File: config.mk
export PLATFORM = sky130hd
export DESIGN_NAME = mem_access_stage
export DESIGN_NICKNAME = d
export VERILOG_FILES = /design/src/rtl/mem_access_stage.sv
export SDC_FILE = /design/constraint.sdc
export NUM_CORES = 1
export LEC_CHECK = 0
export CAP_MARGIN = 5
export CORE_UTILIZATION = 40
export DETAILED_ROUTE_END_ITERATION = 8
export PLACE_DENSITY = 0.72
export SKIP_LAST_GASP = 1
export SLEW_MARGIN = 20
export SYNTH_ARGS = -nofsm -noshare
export SYNTH_HDL_FRONTEND = slang
export SYNTH_SLANG_ARGS = --single-unit
export TNS_END_PERCENT = 1
File: constraint.sdc
create_clock -name clkIn -period 4.8 [get_ports clkIn]
set_clock_uncertainty 0.15 [all_clocks]
set_input_delay 0.72 -clock clkIn [delete_from_list [all_inputs] [get_ports clkIn]]
set_output_delay 0.72 -clock clkIn [all_outputs]
set_load 0.01 [all_outputs]
File: src/rtl/mem_access_stage.sv
// mem_access_stage: MEM stage running one load/store over a req/ack data-memory handshake.
module mem_access_stage #(
    parameter int TIMEOUT_CYCLES = 64,
    parameter int CNT_W = 7
) (
    input  logic        clkIn,
    input  logic        reset,
    input  logic        validIn,
    input  logic        memReadIn,
    input  logic        memWriteIn,
    input  logic [2:0]  funct3In,
    input  logic [31:0] addrIn,
    input  logic [31:0] storeDataIn,
    output logic        memReq,
    output logic        memWe,
    output logic [31:0] memAddr,
    output logic [31:0] memWdata,
    output logic [3:0]  memWstrb,
    input  logic [31:0] memRdata,
    input  logic        memAck,
    output logic        stallOut,
    output logic        doneOut,
    output logic [31:0] loadDataOut,
    output logic        faultOut,
    output logic        timeoutOut
);
    typedef enum logic [1:0] {IDLE, WAIT, RESP} state_t;
    state_t state, state_nxt;
    logic [CNT_W-1:0] cnt;
    logic [2:0] f3;
    logic [1:0] lane;
    logic fault_p, to_p, start, illegal, last;
    logic [3:0] strb;
    logic [31:0] wdata, shifted, ext;
    always_comb begin
        start = validIn & (memReadIn | memWriteIn);
        illegal = (memReadIn & memWriteIn)
                | (memReadIn & (funct3In[1:0] == 2'b11 | funct3In == 3'b110))
                | (memWriteIn & (funct3In[2] | funct3In[1:0] == 2'b11))
                | (funct3In[1:0] == 2'b01 & addrIn[0])
                | (funct3In[1:0] == 2'b10 & addrIn[1:0] != 2'b00);
        strb = funct3In[1:0] == 2'b00 ? 4'b0001 << addrIn[1:0] :
               funct3In[1:0] == 2'b01 ? 4'b0011 << addrIn[1:0] : 4'b1111;
        wdata = funct3In[1:0] == 2'b00 ? {4{storeDataIn[7:0]}} :
                funct3In[1:0] == 2'b01 ? {2{storeDataIn[15:0]}} : storeDataIn;
        last = cnt == CNT_W'(TIMEOUT_CYCLES - 1);
        // Byte/half lanes are brought down to bit 0 before extension
        shifted = memRdata >> {lane, 3'b000};
        ext = f3[1:0] == 2'b00 ? {{24{~f3[2] & shifted[7]}}, shifted[7:0]} :
              f3[1:0] == 2'b01 ? {{16{~f3[2] & shifted[15]}}, shifted[15:0]} : memRdata;
        state_nxt = state == IDLE ? (start ? (illegal ? RESP : WAIT) : IDLE) :
                    state == WAIT ? ((memAck | last) ? RESP : WAIT) : IDLE;
        stallOut = (state == IDLE & start) | state == WAIT;
        doneOut = state == RESP;
        faultOut = doneOut & fault_p;
        timeoutOut = doneOut & to_p;
    end
    always_ff @(posedge clkIn) begin
        if (reset) begin
            state <= IDLE;
            cnt <= '0;
            memReq <= 1'b0;
            memWe <= 1'b0;
            memAddr <= '0;
            memWdata <= '0;
            memWstrb <= '0;
            loadDataOut <= '0;
            fault_p <= 1'b0;
            to_p <= 1'b0;
            f3 <= '0;
            lane <= '0;
        end else begin
            state <= state_nxt;
            if (state == IDLE && start) begin
                fault_p <= illegal;
                to_p <= 1'b0;
                if (!illegal) begin
                    memReq <= 1'b1;
                    memWe <= memWriteIn;
                    memAddr <= {addrIn[31:2], 2'b00};
                    memWdata <= memWriteIn ? wdata : '0;
                    memWstrb <= memWriteIn ? strb : 4'b0000;
                    f3 <= funct3In;
                    lane <= addrIn[1:0];
                    cnt <= '0;
                end
            end
            if (state == WAIT) begin
                cnt <= cnt + 1'b1;
                if (memAck | last) memReq <= 1'b0;
                if (memAck & ~memWe) loadDataOut <= ext;
                if (~memAck & last) to_p <= 1'b1;
            end
        end
    end
endmodule

==> results of run 1 <==
path summary, 6_finish.rpt:
check / from / end / slack (ns) / cells after the start
max: validIn / stallOut / 1.36 / 6
min: loadDataOut[1]$_SDFFE_PP0P_ / loadDataOut[1]$_SDFFE_PP0P_ / 0.30 / 2
max reg2reg: lane[0]$_SDFFE_PP0P_ / loadDataOut[27]$_SDFFE_PP0P_ / 1.76 / 4
min reg2reg: loadDataOut[1]$_SDFFE_PP0P_ / loadDataOut[1]$_SDFFE_PP0P_ / 0.30 / 2
logic make-up (layout without fill, tap and decap cells):
logic type | count (synthesis) | in the layout | share of synthesized area
AO/OA/AOI/OAI | 209 | 209 | 0.278
adder cells (fa/ha/maj) | 5 | 5 | 0.0118
buffers and inverters | 68 | 254 | 0.0531
flip-flops | 116 | 116 | 0.438
multiplexers | 35 | 35 | 0.0686
other | 1 | 2 | 0.000707
AND/OR/NAND/NOR | 157 | 157 | 0.151
cells in the mapped netlist (2+ instances only):
library cell	instances
o311ai_0	2
a311oi_1	2
a22o_1	16
buf_6	2
dfxtp_1	116
and2_1	3
or3_1	2
clkbuf_1	50
nand2_1	39
nand2b_1	11
buf_2	3
a31oi_1	3
o21ai_0	23
mux2i_1	33
inv_1	4
o31ai_1	34
nor2_1	35
a2bb2oi_1	7
buf_4	2
ha_1	5
nor3_1	7
nor3b_1	3
a31o_2	2
nor2b_1	7
a211oi_1	11
o211ai_1	8
buf_1	7
nand3_1	4
o221ai_1	7
nand4_1	34
o2bb2ai_1	20
a21oi_1	60
nand3b_1	9
o21a_1	5
layout make-up:
type	instances	area, sq um
clock inverter	5	25.0
sequential	116	2320
fill	1062	4790
timing repair buffer	219	2160
tap	172	215
multi-input combinational	408	2740
clock buffer	26	499
inverter	4	15.0
worst max-delay path: stages:
cell	delay (ns)
clkdlybuf4s50_1	0.44
nor3b_1	0.38
o21ai_2	0.09
buf_4	0.27
nand2_1	0.12
clkdlybuf4s50_1	0.56
state kept, by name (all words and copies together), names as in the netlist:
signal and flops:
loadDataOut 32, memWdata 32, memAddr 30, cnt 7, memWstrb 4, f3 3, lane 2, state 2
fault_p 1, memReq 1, memWe 1, to_p 1
power groups by stage:
stage | clock [mW] | combinational, mW | sequential [mW]
floorplan | 0 | 0.164 | 1.04
global placement | 0 | 0.362 | 1.04
detailed placement | 0 | 0.367 | 1.04
CTS | 1.13 | 0.370 | 1.02
global route | 1.18 | 0.400 | 1.02
finish | 1.11 | 0.371 | 1.02
metal layers:
metal,GRT usage,vias up,part of all wire
met5,0,-,0
met4,0.107,0,0.024
met3,0.0505,30,0.055
met2,0.407,197,0.48
met1,0.309,2519,0.44
li1,-,2570,-
stage by stage:
stage	util	hold slack (ns)
after floorplan	-	0.282
after global placement	0.583	0.295
after detailed placement	0.583	0.295
after CTS	0.624	0.302
after global routing	0.625	0.315
final	0.625	0.299
==> metrics, run 1 <==
status=finished clean; Worst EP required=3.93 ns; Area after DPL=7450 sq um; final slew viol count=0; actual slew at the worst max-slew pin=1.09 ns; Area contributors post-synth=dfxtp_1 44%, mux2i_1 6.2%, a21oi_1 5.7%; Hold Buf Count CTS=0; Max-Cap Viols=0; pin count of the biggest net entering global routing=63; vias in the first global route=5,084; Worst Setup End Kind=output port; highest clock rate=0.290 GHz; Pint=1.89 mW; # IOs=211; GRT overflow=0; Syn Inst Count=591; commonest non-fill, non-tap cell in the layout=clkdlybuf4s50_1; most frequent cells in the layout=207 x clkdlybuf4s50_1, 116 x dfxtp_1, 60 x a21oi_1; area share of the largest cell type after synthesis=0.438; Seq cells post-synth=116; EDFF count, synth=0; warning count from the yosys run=0; register share of total power=0.407; area leader, netlist=dfxtp_1; Clock Tree Root=clkbuf_16; Starting Density=0.415; area of the core=12,800 sq um; CTS Sinks=116; Die Y=117 microns; Power Total=2.50 mW; clock latency on the worst-skew pair=0.41 ns; placed cell count=919; Comb power frac=0.148; antenna violations before repair=0; H-tree levels=4; fin crit period=3.44 ns; setup slack at placement=1.28 ns; Clk pwr share=0.445; layout cell share with drive strength beyond 1=0.0681; max_slew headroom=0.272; CTS resizes=0; hpwl dp=11,700 microns; routed length per instance=17.7 microns; Initial DRC Count=543; CP Max Fanout=39; Placement Rows=41; Detailed Route WL=16,800 microns; gpl congestion=0.861; Worst EP arrival=2.57 ns; sequential fraction of the synthesis area=0.438; dominant synthesized flop cell=dfxtp_1; CTS max path bufs=2; # port buffers=208; setup violators final=0; DR vias/cell=5.60; post-CTS setup buffer count=0; peak supply drop=245 uV; Finished Cell Area=7980 sq um; unrepaired setup endpoints after global routing=no; total die area=13,700 sq um; post-route setup slack=1.36 ns; Net Sw Frac=0.246; final hold violation count=0; syn_area_per_cell=8.98 sq um; type of the tightest min-delay check=register to register; Post-Layout Cell Count=950; post-synthesis async set-or-reset flop share=0; vias after detailed routing=5,316; mapped cell area=5310 sq um; antenna cells=0; Net count, final=876; drt pass-1 iters=5; TritonCTS clock tree=yes; fin crit share=0.718; area grow syn2layout=50.4%; Crit Path Category=input port to output port; clock buffer count from CTS=17; clock slew at reported path FFs=0.05 ns; Leak=2.74 nW; Power per Cell Area=313 nW/um^2; post-synth cell types=49; Psw=0.615 mW; die width=117 microns; ANT nets after route=0; crit start category=input port; first-pass GRT wire length=25,600 microns; Setup TNS Final=0 ns; GRT Total Usage=0.245; drc violations=0
No activity file was read; power rests on OpenSTA's default activity.
==> run 2: changes to the inputs <==
--- a/config.mk
+++ b/config.mk
@@ -8,7 +8,7 @@
 export CAP_MARGIN = 5
 export CORE_UTILIZATION = 40
 export DETAILED_ROUTE_END_ITERATION = 8
-export PLACE_DENSITY = 0.72
+export PLACE_DENSITY = 0.75
 export SKIP_LAST_GASP = 1
 export SLEW_MARGIN = 20
 export SYNTH_ARGS = -nofsm -noshare
==> constraint.sdc (replaced) <==
create_clock -name clkIn -period 2.8 [get_ports clkIn]
set_clock_uncertainty 0.15 [all_clocks]
set_input_delay 0.42 -clock clkIn [delete_from_list [all_inputs] [get_ports clkIn]]
set_output_delay 0.42 -clock clkIn [all_outputs]
set_load 0.01 [all_outputs]
==> run 2 against run 1 <==
Sequential cell count stayed put. Worst setup slack got worse by 1.1 ns. Routed wire length is 7.0% higher. Largest cell class unchanged. Worst hold slack got worse by 0.033 ns. Sequential share of layout area decreased by 0.86 points. Critical path depth shrank 1. Register-to-register slack got worse by 1.1 ns.
==> metrics, run 2 (same netlist as run 1, synthesis figures left out) <==
status=finished clean; fin crit share=0.921; unrepaired setup endpoints after global routing=no; CP Cell Sequence=clkdlybuf4s50_1 -> nor3b_1 -> o21ai_2 -> nand2_1 -> clkdlybuf4s50_1; Critical Path Slowest Stage Cell=clkdlybuf4s50_1; layout cell share with drive strength beyond 1=0.0952 (+0.0271); crit start category=input port; Power per Cell Area=571 nW/um^2 (+82%); cell family with most CP delay=buffers and inverters; Max-Cap Viols=0 (unchanged); Clk pwr share=0.486 (+0.041); Leak=2.89 nW (+5.4%); Fillers=1,063 (+0.094%); CTS resizes=0 (unchanged); type of the tightest min-delay check=input port to register; CTS max path bufs=2 (unchanged); clock latency on the worst-skew pair=0.42 ns (about the same); first-pass GRT wire length=27,500 microns (+7.4%); vias after detailed routing=5,530 (+4.0%); routed length per instance=18.5 microns (+4.7%); antenna violations before repair=1 (+1); Pint=3.59 mW (+90%); CP max stage delay=0.53 ns (-0.03 ns); Crit Path Category=input port to output port; TritonCTS clock tree=yes; actual slew at the worst max-slew pin=0.880 ns (-0.211 ns); Setup TNS Final=0 ns (unchanged); register share of total power=0.371 (-0.036); DR vias/cell=5.70 (+1.8%); area grow syn2layout=55.0%; clock buffer count from CTS=17 (unchanged); Worst Setup End Kind=output port; Post-Layout Cell Count=971 (+2.2%); Psw=1.11 mW (+80%); Net count, final=895 (+2.2%); leading registers by flop count=loadDataOut (32), memWdata (32), memAddr (30); pin count of the biggest net entering global routing=43 (-32%); H-tree levels=4 (unchanged); die width=117 microns (unchanged); Placement Rows=41 (unchanged); gpl congestion=0.872 (+1.2%); hpwl dp=12,700 microns (+8.7%); wire length on met3=1160 microns (+24%); # port buffers=208 (unchanged); Clock Tree Root=clkbuf_16; drc violations=0 (unchanged); most frequent cells in the layout=207 x clkdlybuf4s50_1, 116 x dfxtp_1, 60 x a21oi_1; max_slew headroom=0.411 (+0.140); Starting Density=0.415 (unchanged); # IOs=211 (unchanged); Die Y=117 microns (unchanged); GRT overflow=0 (unchanged); Detailed Route WL=18,000 microns (+7.0%); area occupied by multi-input gates=2740 sq um (about the same); Worst EP required=2.23 ns (-1.70 ns); commonest non-fill, non-tap cell in the layout=clkdlybuf4s50_1; FF+latch area=2320 sq um (unchanged); met2 WL post-DR=8350 microns (+3.9%); Net Sw Frac=0.236 (-0.00988); Comb power frac=0.144 (-0.004); setup violators final=0 (unchanged); final hold violation count=0 (unchanged); Initial DRC Count=516 (-5.0%); highest clock rate=0.388 GHz; final slew viol count=0 (unchanged); post-CTS setup buffer count=0 (unchanged); Hold Buf Count CTS=0 (unchanged); Critical Path Most Common Cell=clkdlybuf4s50_1; Finished Cell Area=8220 sq um (+3.1%); vias in the first global route=5,272 (+3.7%); Area after DPL=7590 sq um (+1.9%); met1 wire length=7920 microns (+6.4%); ANT nets after route=0 (unchanged); area of the core=12,800 sq um (unchanged); clock slew at reported path FFs=0.05 ns (about the same); placed cell count=938 (+2.1%); uppermost layer routed=met4; GRT Total Usage=0.265 (+0.0197); fin crit period=2.58 ns; Worst EP arrival=2.01 ns (-0.56 ns); peak supply drop=482 uV (+97%); Power Total=4.69 mW (+88%); drt pass-1 iters=5 (unchanged); CP Max Fanout=3 (-92%); CTS Sinks=116 (unchanged); total die area=13,700 sq um (unchanged); WP buf/inv=2 (-1)
-- run 2: area by class of cell --
cell class                      count  area share
Tap cell                          172      0.0262
Multi-Input combinational cell    408       0.333
Sequential cell                   116       0.282
Clock buffer                       21      0.0572
Timing Repair Buffer              238       0.280
Inverter                            4     0.00183
Clock inverter                     11      0.0189
Antenna cell                        1    0.000304
-- run 2: per-layer routing --
| layer | track usage | vias to the layer above |
|---|---|---|
| met4 | 0.129 | 0 |
| met2 | 0.417 | 258 |
| met3 | 0.0613 | 46 |
| met5 | 0 | - |
| met1 | 0.343 | 2619 |
| li1 | - | 2607 |
-- run 2: final timing paths --
check	from	to	slack, ns	cells after the start
worst max-delay path	validIn	stallOut	0.22	5
worst min-delay path	reset	state[0]$_SDFF_PP0_	0.27	3
worst max register to register	lane[0]$_SDFFE_PP0P_	loadDataOut[30]$_SDFFE_PP0P_	0.62	4
worst min register to register	loadDataOut[5]$_SDFFE_PP0P_	loadDataOut[5]$_SDFFE_PP0P_	0.31	2
-- run 2: power by group through the flow --
stage | clock network [mW] | logic (mW) | registers, mW
3_5_place_dp | 0 | 0.664 | 1.77
2_1_floorplan | 0 | 0.282 | 1.79
6_report | 2.28 | 0.675 | 1.74
3_3_place_gp | 0 | 0.650 | 1.77
5_1_grt | 2.40 | 0.721 | 1.74
4_1_cts | 2.31 | 0.669 | 1.74
-- run 2: worst reg2reg max path: stages (launching register included) --
cell and delay [ns]:
dfxtp_1 0.39, mux4_2 0.58, a2111oi_4 0.40, a2bb2oi_4 0.41, a21oi_1 0.13
-- run 2: per-stage QoR --
step	worst slack, ns	hold WS, ns	utilization
floorplan	0.624	0.282	-
global placement	0.185	0.296	0.595
detailed placement	0.141	0.299	0.595
CTS	0.225	0.239	0.644
global route	0.116	0.275	0.644
finish	0.222	0.266	0.644
